--- src/rtl/k_divider_if.sv ---
`default_nettype none
// ============================================================================
//  Module      : k_divider_if
//  Description : Request/result bundle for the K-reload divider. The master
//                side issues start/abort and operands; the slave side (the
//                divider) returns the quotient/remainder and status.
//  Revision    : 1.0 - initial release
// ============================================================================
interface k_divider_if #(
    parameter int WIDTH = 16
);
    logic             start;
    logic             abort;
    logic [WIDTH-1:0] dividend;
    logic [WIDTH-1:0] divisor;
    logic [WIDTH-1:0] quotient;
    logic [WIDTH-1:0] remainder;
    logic             kcalc;
    logic             busy;
    logic             div_by_zero;

    modport master (
        output start, abort, dividend, divisor,
        input  quotient, remainder, kcalc, busy, div_by_zero
    );

    modport slave (
        input  start, abort, dividend, divisor,
        output quotient, remainder, kcalc, busy, div_by_zero
    );
endinterface
`default_nettype wire

--- src/rtl/k_divider_seq.sv ---
`default_nettype none
// ============================================================================
//  Module      : k_divider_seq
//  Description : Multi-cycle restoring divider producing the count-reload
//                value K = dividend / divisor. One quotient bit per clock,
//                WIDTH steps, then a single DONE cycle whose kcalc pulse
//                tells the generator controller that K is ready.
//  Revision    : 1.0 - initial release
// ============================================================================
module k_divider_seq #(
    parameter int WIDTH = 16
) (
    input  wire logic     clk,
    input  wire logic     rst,
    k_divider_if.slave    bus
);

    localparam int         c_CW     = $clog2(WIDTH + 1);
    localparam logic [1:0] c_IDLE   = 2'd0;
    localparam logic [1:0] c_DIVIDE = 2'd1;
    localparam logic [1:0] c_DONE   = 2'd2;

    logic [1:0]       state_q, state_d;
    logic [WIDTH-1:0] shift_q, shift_d;   // dividend bits shifting out, quotient bits shifting in
    logic [WIDTH-1:0] prem_q,  prem_d;    // partial remainder
    logic [WIDTH-1:0] dvs_q,   dvs_d;     // latched divisor
    logic [c_CW-1:0]  cnt_q,   cnt_d;     // remaining restoring steps
    logic [WIDTH-1:0] quot_q,  quot_d;
    logic [WIDTH-1:0] rem_q,   rem_d;
    logic             dbz_q,   dbz_d;

    logic [WIDTH:0]   w_trial;
    logic [WIDTH:0]   w_diff;
    logic             w_qbit;
    logic [WIDTH-1:0] w_prem_nxt;
    logic [WIDTH-1:0] w_shift_nxt;

    // One restoring step: shift {prem, shift} left, trial-subtract the divisor.
    // Since prem < divisor, the WIDTH+1-bit difference is negative exactly
    // when its MSB is set, and a kept difference always fits in WIDTH bits.
    always_comb begin
        w_trial     = {prem_q, shift_q[WIDTH-1]};
        w_diff      = w_trial - {1'b0, dvs_q};
        w_qbit      = ~w_diff[WIDTH];
        w_prem_nxt  = w_qbit ? w_diff[WIDTH-1:0] : w_trial[WIDTH-1:0];
        w_shift_nxt = {shift_q[WIDTH-2:0], w_qbit};
    end

    // Sequencing FSM and datapath next-state; abort overrides everything.
    always_comb begin
        state_d = state_q;
        shift_d = shift_q;
        prem_d  = prem_q;
        dvs_d   = dvs_q;
        cnt_d   = cnt_q;
        quot_d  = quot_q;
        rem_d   = rem_q;
        dbz_d   = dbz_q;

        case (state_q)
            c_IDLE: begin
                if (bus.start) begin
                    if (bus.divisor != '0) begin
                        shift_d = bus.dividend;
                        dvs_d   = bus.divisor;
                        prem_d  = '0;
                        cnt_d   = c_CW'(WIDTH);
                        dbz_d   = 1'b0;
                        state_d = c_DIVIDE;
                    end else begin
                        quot_d  = '1;
                        rem_d   = bus.dividend;
                        dbz_d   = 1'b1;
                        state_d = c_DONE;
                    end
                end
            end
            c_DIVIDE: begin
                shift_d = w_shift_nxt;
                prem_d  = w_prem_nxt;
                cnt_d   = cnt_q - c_CW'(1);
                if (cnt_q == c_CW'(1)) begin
                    // Results land on the edge entering DONE so they are
                    // valid throughout the kcalc cycle.
                    quot_d  = w_shift_nxt;
                    rem_d   = w_prem_nxt;
                    state_d = c_DONE;
                end
            end
            c_DONE: begin
                state_d = c_IDLE;
            end
            default: begin
                state_d = c_IDLE;
            end
        endcase

        if (bus.abort) begin
            state_d = c_IDLE;
            shift_d = shift_q;
            prem_d  = prem_q;
            dvs_d   = dvs_q;
            cnt_d   = cnt_q;
            quot_d  = quot_q;
            rem_d   = rem_q;
            dbz_d   = dbz_q;
        end
    end

    // State and datapath registers with asynchronous reset.
    always_ff @(posedge clk or posedge rst) begin
        if (rst) begin
            state_q <= c_IDLE;
            shift_q <= '0;
            prem_q  <= '0;
            dvs_q   <= '0;
            cnt_q   <= '0;
            quot_q  <= '0;
            rem_q   <= '0;
            dbz_q   <= 1'b0;
        end else begin
            state_q <= state_d;
            shift_q <= shift_d;
            prem_q  <= prem_d;
            dvs_q   <= dvs_d;
            cnt_q   <= cnt_d;
            quot_q  <= quot_d;
            rem_q   <= rem_d;
            dbz_q   <= dbz_d;
        end
    end

    assign bus.quotient    = quot_q;
    assign bus.remainder   = rem_q;
    assign bus.div_by_zero = dbz_q;
    assign bus.kcalc       = (state_q == c_DONE);
    assign bus.busy        = (state_q != c_IDLE);

endmodule
`default_nettype wire

--- src/flat_wrapper.sv ---
// flat-port wrapper written by rule: the top's interface ports become plain ports
module k_divider_seq_flat 
#(
    parameter int WIDTH = 16
)
  (clk, rst, bus_start, bus_abort, bus_dividend, bus_divisor, bus_quotient, bus_remainder, bus_kcalc, bus_busy, bus_div_by_zero);
  k_divider_if #(.WIDTH(WIDTH)) bus_i ();
  input  wire logic clk;
  input  wire logic rst;
  input wire logic [$bits(bus_i.start)-1:0] bus_start;
  input wire logic [$bits(bus_i.abort)-1:0] bus_abort;
  input wire logic [$bits(bus_i.dividend)-1:0] bus_dividend;
  input wire logic [$bits(bus_i.divisor)-1:0] bus_divisor;
  output wire logic [$bits(bus_i.quotient)-1:0] bus_quotient;
  output wire logic [$bits(bus_i.remainder)-1:0] bus_remainder;
  output wire logic [$bits(bus_i.kcalc)-1:0] bus_kcalc;
  output wire logic [$bits(bus_i.busy)-1:0] bus_busy;
  output wire logic [$bits(bus_i.div_by_zero)-1:0] bus_div_by_zero;
  assign bus_i.start = bus_start;
  assign bus_i.abort = bus_abort;
  assign bus_i.dividend = bus_dividend;
  assign bus_i.divisor = bus_divisor;
  assign bus_quotient = bus_i.quotient;
  assign bus_remainder = bus_i.remainder;
  assign bus_kcalc = bus_i.kcalc;
  assign bus_busy = bus_i.busy;
  assign bus_div_by_zero = bus_i.div_by_zero;
  k_divider_seq #(.WIDTH(WIDTH)) u_core (.clk(clk), .rst(rst), .bus(bus_i));
endmodule
--- config.mk ---
export PLATFORM = sky130hd
export DESIGN_NAME = k_divider_seq_flat
export DESIGN_NICKNAME = d
export VERILOG_FILES = /design/src/rtl/k_divider_if.sv /design/src/rtl/k_divider_seq.sv /design/src/flat_wrapper.sv
export SDC_FILE = /design/constraint.sdc
export NUM_CORES = 1
export LEC_CHECK = 0
export CAP_MARGIN = 10
export CORE_MARGIN = 3
export CORE_UTILIZATION = 50
export CTS_CLUSTER_DIAMETER = 100
export DETAILED_ROUTE_END_ITERATION = 12
export PLACE_DENSITY = 0.75
export SETUP_SLACK_MARGIN = 0.5
export SYNTH_ARGS = -nofsm -noshare
export SYNTH_HDL_FRONTEND = slang
export SYNTH_SLANG_ARGS = --single-unit
--- constraint.sdc ---
create_clock -name clk -period 5.75 [get_ports clk]
set_clock_uncertainty 0.1 [all_clocks]
set_input_delay 1.15 -clock clk [delete_from_list [all_inputs] [get_ports clk]]
set_output_delay 1.15 -clock clk [all_outputs]
set_load 0.03 [all_outputs]
# After elaboration in Yosys (flattened, before gate mapping)
# Cells that the tools add are included.
# Widths: inputs -> output; s select.
[totals]
ff_bits = 88
latchBits = 0
rom_bits = 0
ramBits = 0
inputBits = 36
mem_count = 0
out_inout_bits = 35
[op_classes]
addsub = 2
n_bitwise = 2
div_mod_pow = 0
reduce_logical = 9
shift = 0
magnitude_cmp = 0
mul = 0
muxes = 24
eq_ne = 9
[op_table]
columns = ["op", "n"]
rows = [
  ["$mux 16", 11],
  ["$pmux 16 s2", 4],
  ["$sub 17x16->17", 1],
  ["$reduce_bool 16->1", 1],
  ["$mux 5", 2],
  ["$pmux 5 s2", 1],
  ["$mux 2", 4],
  ["$reduce_and 4->1", 2],
  ["$eq 5x1->1 const B", 1],
  ["$reduce_and 5->1", 1],
  ["$sub 5x1->5 const B", 1],
  ["$ne 2x1->1 const B", 2],
  ["$ne 2x2->1 const B", 2],
  ["$pmux 2 s2", 1],
  ["$reduce_bool 2->1", 2],
  ["$ne 3x2->1 const B", 1],
  ["$ne 3x3->1 const B", 1],
  ["$reduce_and 3->1", 1],
  ["$eq 2x1->1 const B", 1],
  ["$eq 2x2->1 const B", 1],
  ["$logic_not 2->1", 1],
  ["$not 1->1", 2],
  ["$reduce_and 2->1", 1],
  ["$mux 1", 1],
]

# Depth between registers and ports, before layout
[depth]
ltp_word = 5
mapped_depth = 12

# Worst setup path before layout
# Ideal clock, no wire load.
[synth_timing]
path_kind = "reg-to-reg"
from = "register u_core.shift_q[15]"
to = "register u_core.rem_q[5], in the netlist u_core.bus.remainder[5]"
setup_time_ps = 142
stages_incl_launch_ff = 13
arrival_ps = 2533
synth_period_minus_slack_ps = 2775
setup_slack_ps = 2975
required_time_ps = 5508
path_cell_list = "dfrtp_1 > inv_1 > ha_1 > inv_1 > fa_1 > a211oi_1 > o21a_1 > o21ai_2 > a21o_4 > xor2_4 > buf_8 > mux2i_1 > o221ai_1"
[synth_between]
elab_chain_len = 4
[synth_lines]
columns = ["element", "line_no", "source"]
rows = [
  ["from (decl)", "k_divider_seq.sv:24", "logic [WIDTH-1:0] shift_q, shift_d;"],
  ["from (signal assigned)", "k_divider_seq.sv:123", "shift_q <= shift_d;"],
  ["$sub 17x16->17", "k_divider_seq.sv:43", "w_diff = w_trial - {1'b0, dvs_q};"],
  ["$mux 16", "k_divider_seq.sv:45", "w_prem_nxt = w_qbit ? w_diff[WIDTH-1:0] : w_trial[WIDTH-1:0];"],
  ["$mux 16", "k_divider_seq.sv:82", "if (cnt_q == c_CW'(1)) begin"],
  ["$pmux 16 s2", "k_divider_seq.sv:60", "case (state_q)"],
  ["to (signal assigned)", "k_divider_seq.sv:128", "rem_q <= rem_d;"],
  ["to (decl)", "k_divider_seq.sv:29", "logic [WIDTH-1:0] rem_q, rem_d;"],
]
# No other way between the ends. The select of a mux whose other input is x is not followed.
# A chain may end at the register's enable or synchronous reset.

# Worst setup path in the final report
[layout_timing]
from = "input port bus_divisor[11]"
to = "register u_core.rem_q[3], in the netlist u_core.bus.remainder[3]"
[layout_between]
elab_chain_len = 3
[layout_lines]
columns = ["element", "line_no", "source"]
rows = [
  ["from (decl)", "flat_wrapper.sv:13", "input wire logic [$bits(bus_i.divisor)-1:0] bus_divisor;"],
  ["$reduce_bool 16->1", "k_divider_seq.sv:63", "if (bus.divisor != '0) begin"],
  ["$ne 2x2->1 (no line)", "--", ""],
  ["$reduce_and 5->1 (no line)", "--", ""],
]
# No other way between the ends.

==> impl_results.md <==
* Status: finished clean
* Antenna cells at 0
* Worst hold margin at ~370 ps
* Die width at 104 um
* Final critical-path required period at around 3800 ps
* Post-CTS Hold Buffers at 0
* Fmax at 262 MHz
* Most used DFF post-synth: dfrtp_1
* Number of synthesized flops with an enable pin at 0
* Placed Area at 5540 um^2
* Post-CTS Setup Bufs at 0
* CTS Buf Count at 9
* Compound-Gate Fraction of Synth Area at 17.9%
* Total of max-cap violations at 0
* Largest family of logic cells by synthesized area: compound AO/OA/AOI/OAI gates
* Clock Sinks at 88
* Top-level I/O count at 71
* Antenna violations before repair at 0
* WP data required at between 5000 and 6000 ps
* Core area at 8980 um^2
* Area of the multi-input gates at 2350 um^2
* Slew HR at 52.8%
* Fin cells at 694
* Largest net degree at the start of global routing at 53
* Slew @ Worst Pin at 707 ps
* Seq/Total Area, Yosys at between 40% and 50%
* Fin nets at 618
* First-pass GRT wire length at 19.0 mm
* Crit path capture type: flip-flop
* Worst Hold Class: flip-flop to flip-flop
* Port Buffers at 70
* Cell mode on critical path: nand2_1
* Leakage at 2.57 nW
* Vias in the first global route at 3883
* RSZ-0062 raised after global routing: false
* CTS tree: built
* Xor/xnor share of the synthesized area at 3.87%
* Antenna Nets Post-Route at 0
* Critical path peak fanout at 19
* Clock Latency Late Sink at 350 ps
* Storage element area at 2200 um^2
* Crit Path Class: input port to flip-flop
* Share of cells above drive strength 1 at ~8.5%
* Critical Path AT at 3970 ps
* WL per Instance at roughly 16 um
* DPL Wire Length at approximately 8 mm
* DRT iter0 DRCs at between 150 and 200
* Fin. max-slew vios at 0
* CP max stage cell: nor4_1
* Congestion Overflow GR at 0
* Final Hold Violating Endpoints at 0
* CP cell instances: clkdlybuf4s50_1 -> nor4_1 -> nand4_1 -> nand2_1 -> and2_1 -> nand2_1 -> o221ai_1
* Rows at 34
* Final Util at 63.7%
* Dpl cells at roughly 680
* Adder-cell share of the synthesized area at 5.15%
* Initial Util at 53.0%
* Slowest stage delay, CP at 520 ps
* Design Area, Final at between 5000 and 6000 um^2
* Distinct cells, synth at 54
* Mapped Area at roughly 4800 um^2
* Total number of vias at 3801
* Hold path start: u_core.bus.quotient[13]$_DFFE_PP0P_
* CTS resizes at 0
* Die H at about 100 um
* DRT Pass-1 Iters at 6
* CP Launch Type: input port
* Post-synthesis cell count at 502
* Synth warnings at 0
* Final period utilization at around two thirds
* Total Routing Usage GR at 21.4%
* Synth Register Bits at 88
* FF-to-FF Start: u_core.shift_q[15]$_DFFE_PP0P_
* Async S/R FF share, synth at 100%
* Setup violations, final at 0
* Mean Syn Cell Area at about 9.5 um^2
* Total Wirelength at 11.1 mm
* Area Growth Syn to Fin at 20.1%
* Gate family responsible for the most delay along the worst path: simple AND/OR/NAND/NOR gates
* Filler cells at 747
* CTS Root Cell: clkbuf_8
* Max Root-Sink Buffers at 2
* Via density at approximately 5.5
* Die area at 10700 um^2
* Simple-gate share of the synthesized area at around 15%
* Largest vdd supply drop at 268 uV
* Mux cell area share after synthesis at 7.20%
* # DRC at 0
* PD cells at 385 nW/um^2
* Syn nets at 557
* H-tree Lvls at 3
* CP Buf/Inv Count at 1
* Critical path origin: bus_divisor[11]
* Final RePlAce weighted congestion at 0.809
* Clk slew on worst S/H paths at ~90 ps
* Setup TNS at 0 ps
[logic make-up after synthesis]
logic type	count (synthesis)
fa+ha+maj	19
simple gates	164
xor+xnor	18
buf+inv	49
compound gates	132
flops	88
mux	32
[layout make-up]
class | instances | area share (%)
multi-input cells | 365 | 41.2
clock inverters | 6 | 0.744
well taps | 126 | 2.76
repair buffers | 75 | 12.9
flip-flops and latches | 88 | 38.5
clock buffers | 10 | 2.23
inverters | 24 | 1.60
[cells in the mapped netlist, types with 2 or more instances]
master	instances	area, um^2
a21boi_0	7	52.6
a21o_1	10	75.1
a21oi_1	28	140
and2_1	3	18.8
buf_2	8	40.0
clkbuf_1	14	52.6
dfrtp_1	88	2200
ha_1	18	225
inv_1	23	86.3
mux2_2	18	203
mux2i_1	14	140
nand2_1	114	428
nand2b_1	4	25.0
nand3_1	3	15.0
nand4_1	3	18.8
nor2_1	15	56.3
nor2b_1	4	25.0
nor3_1	3	15.0
nor4_1	6	37.5
nor4b_1	2	17.5
o211ai_1	5	37.5
o21a_1	3	22.5
o21ai_0	35	175
o21ai_1	11	55.1
o221ai_1	15	131
o31ai_1	6	45.0
xnor2_1	7	61.3
xor2_1	9	78.8
[power by group]
| part | total [mW] | switching (mW) | internal (mW) |
|---|---|---|---|
| Clock | 0.388 | 0.229 | 0.159 |
| Sequential | 0.907 | 0.116 | 0.791 |
| Combinational | 0.903 | 0.519 | 0.384 |
[worst reg2reg max path, stage by stage (launching register included)]
cell	delay, ps
dfrtp_1	380
inv_1	80
ha_1	180
inv_1	70
fa_1	430
a211oi_1	290
o21a_1	170
o21ai_2	80
a21o_4	250
xor2_4	570
mux2i_1	410
o221ai_1	150
[per-layer routing]
layer | up-vias | track usage (%) | routed length [um]
met5 | - | 0 | 0
li1 | 1872 | - | -
met1 | 1836 | 28.6 | 5020
met4 | 0 | 6.36 | 125
met2 | 81 | 36.2 | 5500
met3 | 12 | 3.30 | 405
[final timing paths]
| check | endpoint | slack (ps) | cells after the start |
|---|---|---|---|
| max in group asynchronous | u_core.bus.quotient[0]$_DFFE_PP0P_ | 3360 | 3 |
| min in group asynchronous | u_core.bus.quotient[14]$_DFFE_PP0P_ | 1080 | 2 |
| worst max-delay path | u_core.bus.remainder[3]$_DFFE_PP0P_ | 1940 | 7 |
| worst min-delay path | u_core.bus.quotient[13]$_DFFE_PP0P_ | 370 | 2 |
| worst min register to register | u_core.bus.quotient[13]$_DFFE_PP0P_ | 370 | 2 |
| worst max register to register | u_core.bus.remainder[2]$_DFFE_PP0P_ | 2450 | 11 |
[layout by cell type, fill, tap and decap left out, types with 10 or more instances in the layout]
cell type	synthesis	layout
a21oi_1	28	28
nor2_1	15	15
o21ai_0	35	35
inv_1	23	22
o21ai_1	11	10
o221ai_1	15	15
ha_1	18	18
mux2_2	18	18
mux2i_1	14	14
dfrtp_1	88	88
clkdlybuf4s50_1	0	70
a21o_1	10	10
nand2_1	114	114
[stage by stage]
| stage | power [mW] | setup slack, ps |
|---|---|---|
| detailed placement | 1.83 | 1570 |
| floorplan | 1.47 | 2220 |
| CTS | 2.21 | 1950 |
| finish | 2.20 | 1940 |
| global route | 2.34 | 1580 |
| global placement | 1.80 | 1700 |
[flip-flops by register name, indices dropped and copies added (netlist names)]
name	cells
u_core.cnt_q	5
u_core.bus.div_by_zero	1
u_core.bus.remainder	16
u_core.bus.quotient	16
u_core.shift_q	16
u_core.prem_q	16
u_core.dvs_q	16
u_core.state_q	2
Note: power is estimated with default switching activity, not from simulation.
